==> config.mk <==
export PLATFORM = sky130hd
export DESIGN_NAME = fb_scaler_reader
export DESIGN_NICKNAME = d
export VERILOG_FILES = /design/src/rtl/fb_scaler_reader.sv
export SDC_FILE = /design/constraint.sdc
export NUM_CORES = 1
export LEC_CHECK = 0
export CAP_MARGIN = 5
export CELL_PAD_IN_SITES_DETAIL_PLACEMENT = 1
export CELL_PAD_IN_SITES_GLOBAL_PLACEMENT = 2
export CORE_MARGIN = 5
export CORE_UTILIZATION = 23
export DETAILED_ROUTE_END_ITERATION = 16
export PLACE_DENSITY = 0.87
export SLEW_MARGIN = 20
export SYNTH_ARGS = -nofsm -noshare
export SYNTH_HDL_FRONTEND = slang
export SYNTH_SLANG_ARGS = --single-unit
==> constraint.sdc <==
create_clock -name clk -period 2.6 [get_ports clk]
set_input_delay 0.39 -clock clk [delete_from_list [all_inputs] [get_ports clk]]
set_output_delay 0.39 -clock clk [all_outputs]
set_load 0.01 [all_outputs]
==> src/rtl/fb_scaler_reader.sv <==
// Frame-buffer read controller: maps the timing-generator coordinate to a downscaled BRAM address
// and realigns colour with delayed DE/syncs. Optional FB_TEST_PATTERN_EN adds a colour-bar source.
module fb_scaler_reader #(
  parameter int unsigned H_ACT       = 640,
  parameter int unsigned V_ACT       = 480,
  parameter int unsigned SCALE_SHIFT = 1,
  parameter int unsigned DATA_W      = 12,
  parameter int unsigned RD_LAT      = 1,
  parameter int unsigned ADDR_W      = 17
) (
  input  logic                clk,
  input  logic                reset,
  input  logic [9:0]          x_pixel,
  input  logic [9:0]          y_pixel,
  input  logic                DE,
  input  logic                h_sync,
  input  logic                v_sync,
`ifdef FB_TEST_PATTERN_EN
  input  logic                pattern_en,
`endif
  output logic                rclk,
  output logic                d_en,
  output logic [ADDR_W-1:0]   rAddr,
  input  logic [DATA_W-1:0]   rData,
  output logic [DATA_W/3-1:0] red_port,
  output logic [DATA_W/3-1:0] green_port,
  output logic [DATA_W/3-1:0] blue_port,
  output logic                DE_o,
  output logic                h_sync_o,
  output logic                v_sync_o,
  output logic                frame_start
);

  localparam int unsigned CW       = DATA_W / 3;
  localparam int unsigned BitAct   = 0;
  localparam int unsigned BitDe    = 1;
  localparam int unsigned BitHs    = 2;
  localparam int unsigned BitVs    = 3;
  localparam int unsigned BitFirst = 4;
`ifdef FB_TEST_PATTERN_EN
  localparam int unsigned BitPat   = 5;
  localparam int unsigned BarLsb   = 6;
  localparam int unsigned BarW     = H_ACT / 8;
  localparam int unsigned PW       = 9;
`else
  localparam int unsigned PW       = 5;
`endif

  logic              act;
  logic [PW-1:0]     stage_a_d, stage_a_q;
  logic [PW-1:0]     pipe_d [RD_LAT];
  logic [PW-1:0]     pipe_q [RD_LAT];
  logic [PW-1:0]     tail;
  logic              d_en_d, d_en_q;
  logic [ADDR_W-1:0] raddr_d, raddr_q;
  logic [DATA_W-1:0] colour_d, colour_q;
  logic              de_o_d, de_o_q;
  logic              hs_o_d, hs_o_q;
  logic              vs_o_d, vs_o_q;
  logic              fs_d, fs_q;

  // Stage A: qualify the coordinate and form the scaled linear address.
  always_comb begin
    act       = DE && (32'(x_pixel) < H_ACT) && (32'(y_pixel) < V_ACT);
    stage_a_d = '0;
    stage_a_d[BitAct]   = act;
    stage_a_d[BitDe]    = DE;
    stage_a_d[BitHs]    = h_sync;
    stage_a_d[BitVs]    = v_sync;
    stage_a_d[BitFirst] = act && (x_pixel == 10'd0) && (y_pixel == 10'd0);
    d_en_d    = act;
    raddr_d   = '0;
    if (act) begin
      raddr_d = ADDR_W'(32'(y_pixel >> SCALE_SHIFT) * (H_ACT >> SCALE_SHIFT)
                        + 32'(x_pixel >> SCALE_SHIFT));
    end
`ifdef FB_TEST_PATTERN_EN
    stage_a_d[BitPat]      = pattern_en;
    stage_a_d[BarLsb +: 3] = 3'(32'(x_pixel) / BarW);
    d_en_d                 = act && !pattern_en;
`endif
  end

  // Stage B: control bits ride alongside the BRAM read latency.
  always_comb begin
    pipe_d[0] = stage_a_q;
    for (int i = 1; i < RD_LAT; i++) begin
      pipe_d[i] = pipe_q[i-1];
    end
  end

  // Stage C: blanking forces colour to zero so stale read data never leaks out.
  always_comb begin
    tail     = pipe_q[RD_LAT-1];
    colour_d = '0;
    if (tail[BitAct]) begin
      colour_d = rData;
`ifdef FB_TEST_PATTERN_EN
      if (tail[BitPat]) begin
        colour_d = {{CW{tail[BarLsb+2]}}, {CW{tail[BarLsb+1]}}, {CW{tail[BarLsb]}}};
      end
`endif
    end
    de_o_d = tail[BitDe];
    hs_o_d = tail[BitHs];
    vs_o_d = tail[BitVs];
    fs_d   = tail[BitFirst];
  end

  always_ff @(posedge clk) begin
    if (reset) begin
      stage_a_q <= '0;
      d_en_q    <= 1'b0;
      raddr_q   <= '0;
      for (int i = 0; i < RD_LAT; i++) begin
        pipe_q[i] <= '0;
      end
      colour_q  <= '0;
      de_o_q    <= 1'b0;
      hs_o_q    <= 1'b0;
      vs_o_q    <= 1'b0;
      fs_q      <= 1'b0;
    end else begin
      stage_a_q <= stage_a_d;
      d_en_q    <= d_en_d;
      raddr_q   <= raddr_d;
      pipe_q    <= pipe_d;
      colour_q  <= colour_d;
      de_o_q    <= de_o_d;
      hs_o_q    <= hs_o_d;
      vs_o_q    <= vs_o_d;
      fs_q      <= fs_d;
    end
  end

  assign rclk        = clk;
  assign d_en        = d_en_q;
  assign rAddr       = raddr_q;
  assign red_port    = colour_q[3*CW-1:2*CW];
  assign green_port  = colour_q[2*CW-1:CW];
  assign blue_port   = colour_q[CW-1:0];
  assign DE_o        = de_o_q;
  assign h_sync_o    = hs_o_q;
  assign v_sync_o    = vs_o_q;
  assign frame_start = fs_q;

endmodule
==> results.toml <==
[pwr]
internal_power_mw = 1.22
p_leak_nw = 1.31
sw_frac_of_total = 0.268
powerDensity_nw_per_um2 = 529
clkPwrFrac = 0.337
vdd_drop_max_v = 0.000222
sequentialPowerShare = 0.405
net_switching_power_of_the_design_uw = 449
p_comb_frac = 0.258
fin_total_pwr_mw = 1.67

[logic_synthesis]
seq_area_frac_synth = 0.457
ys_async_sr_fraction = 0
ys.flop_type = "dfxtp_1"
yosys_warnings = 0
leading_cell_type_by_number_of_instances_after_synthesis = "dfxtp_1"
mean_cell_area_of_the_mapped_netlist_um2 = 10.1
yosysTopAreaCell = "dfxtp_1"
netlist-cell-type-count = 40
ys_seq_elements = 43
cell_count_after_synthesis = 187
netlist_top_cells_area = "dfxtp_1, ha_1, and2_1, nor2b_1, nor2_1"
synth.cells.most_frequent = "dfxtp_1, and2_1, ha_1, nor2b_1, nor2_1"
proportion_of_netlist_area_held_by_the_largest_area_contributor = 0.457
synth_enable_flop_cells = 0
synth_nets = 243
post_synth_instance_area_um2 = 1880

[timing]
slew_headroom = 0.606
timing.final.setup_violations = 0
post-route-period-util = 0.953
fin_skew_ns = 0.00184
slew_viol_final = 0
hold_slack_ns = 0.429
maxClockFrequency_mhz = 403
period_needed_ns = 2.48
tightestPinTransition_ns = 0.590
setup_slack_ns = 0.121
report.final.hold_viol_count = 0
totalNegativeSetupSlack_ns = 0

[cts]
tritoncts = "yes"
clkSlewWorstSetupHoldPaths_ns = 0.08
insertion_delay_ns = 0.39

[detailed_routing]
drt_pre_antenna_iters = 4
routed_via_density = 4.40
antenna_violating_nets_post_route = 0
finalWirelength_mm = 5.62
dr_total_vias = 1776
drt_iter0_markers = 35
wire_per_inst_um = 13.9
drc_errors = 0

[grt]
antenna_found_initial = 1
first_global_vias = 1902
grt-ovfl-total = 0
global_route_wire_length_before_repair_mm = 9.24
grt_use_total = 0.120
grt_start_max_net_pins = 14

[floorplan]
die_area_um2 = 10100
initial_utilization = 0.233
fp.dieW_um = 100
std_cell_rows = 33
io_pins = 72
die_y_um = 100
core_area_um2 = 8090

[layout]
n_fill_cell = 937
drive_gt1_frac = 0.197
insertedDiodeCount = 0
growth_of_design_area_from_synthesis_to_finish_pct = 68.1
finalNonFillerCells = 404
layout.nets = 354

[critical_path]
critPathMaxFanout = 3
timing.setup.critical_path_class = "in -> reg"
endpoint_kind = "flop"
crit_arrival_ns = 2.81
critPathRequiredTime_ns = 2.93
critPathLaunchType = "primary input"

[placement]
dpl.hpwl_mm = 4.62
pre_cts_ws_ns = -0.557
placed_cells = 392
io_buffer_count = 71
gp_congestion = 0.837

[worst_hold_path]
worst_hold_path_type = "in -> reg"

[status]
outcome = "finished, final reports clean"

[flow_run]
cap_violations = 0
## critical path: stages
cell and delay (ns):
clkdlybuf4s50_1 0.44, ha_1 0.23, ha_2 0.19, fa_2 0.35, a211oi_2 0.24, buf_4 0.16, o211a_1 0.17, a2111oi_2 0.05
buf_4 0.17, nor4_4 0.21, mux2i_1 0.21
## flip-flops by register name, summed over array words and instances (netlist names)
register and flops:
DE_o 1, colour_q 12, pipe_q 5, frame_start 1
h_sync_o 1, rAddr 17, v_sync_o 1, pipe_d 5
## final timing paths
path,start,slack [ns],to,depth (start not counted)
max,y_pixel[1],0.12,rAddr[16],11
min,y_pixel[3],0.43,pipe_d[4],4
max reg2reg,pipe_q[0],1.52,colour_q[6],2
min reg2reg,pipe_d[4],0.44,pipe_q[4],1
## final cells by class
type                       count  area [µm²]  area share
tap                          105         131      0.0415
clock inverter                 2        12.5     0.00396
sequential                    43         861       0.272
timing repair buffer         105         968       0.306
multi-input combinational    132        1040       0.329
clock buffer                  10         124      0.0392
inverter                       7        26.3     0.00831
## power by group through the flow
| stage | Combinational [mW] | Clock, mW | Sequential, mW |
|---|---|---|---|
| floorplan | 0.189 | 0.0317 | 0.698 |
| global placement | 0.390 | 0.0391 | 0.693 |
| detailed placement | 0.403 | 0.0391 | 0.693 |
| CTS | 0.424 | 0.594 | 0.677 |
| global route | 0.480 | 0.621 | 0.679 |
| finish | 0.432 | 0.564 | 0.677 |
## stage by stage
| stage | util | area (µm²) |
|---|---|---|
| final | 0.391 | 3160 |
| after floorplan | - | 1880 |
| after global routing | 0.391 | 3160 |
| after CTS | 0.386 | 3120 |
| after detailed placement | 0.365 | 2960 |
| after global placement | 0.365 | 2960 |
## layer usage
| metal | GRT usage | up-vias | routed length (µm) |
|---|---|---|---|
| li1 | - | 870 | - |
| met1 | 0.122 | 840 | 2200 |
| met2 | 0.222 | 56 | 2950 |
| met3 | 0.0374 | 8 | 357 |
| met4 | 0.0549 | 2 | 97 |
| met5 | 0 | - | 13 |
## cells by family after synthesis
kind of cell               count (synthesis)  synth area share
xor gates and xnor gates                   8            0.0372
DFF                                       43             0.457
buffers and inverters                     12            0.0266
and+or+nand+nor                           78             0.238
AOI/OAI and AO/OA                         26             0.101
adders and majority gates                 19             0.134
muxes                                      1           0.00532
## what timing repair did
action	CTS	global route
resized for setup	9	9
gates cloned	0	0
setup buffers	1	0
hold buffers	0	0
endpoints found under the setup margin	4	4
pin swaps	1	2
## layout by cell type (no fill, tap or decap), types with 3 or more instances in the layout
cell type / synthesis / final
clkdlybuf4s50_1: 0 / 66
dfxtp_1: 43 / 43
buf_4: 1 / 35
and2_1: 20 / 20
nor2b_1: 17 / 17
nor2_1: 15 / 15
ha_1: 17 / 14
clkbuf_8: 0 / 8
inv_1: 7 / 7
nor4_1: 8 / 6
xor2_1: 5 / 5
a21oi_1: 4 / 4
o21ai_0: 6 / 4
nand2_1: 3 / 3
nand3_1: 3 / 3
xnor2_1: 3 / 3
nor3_1: 3 / 3
dlymetal6s2s_1: 0 / 3
(Power assumes the default switching activity.)
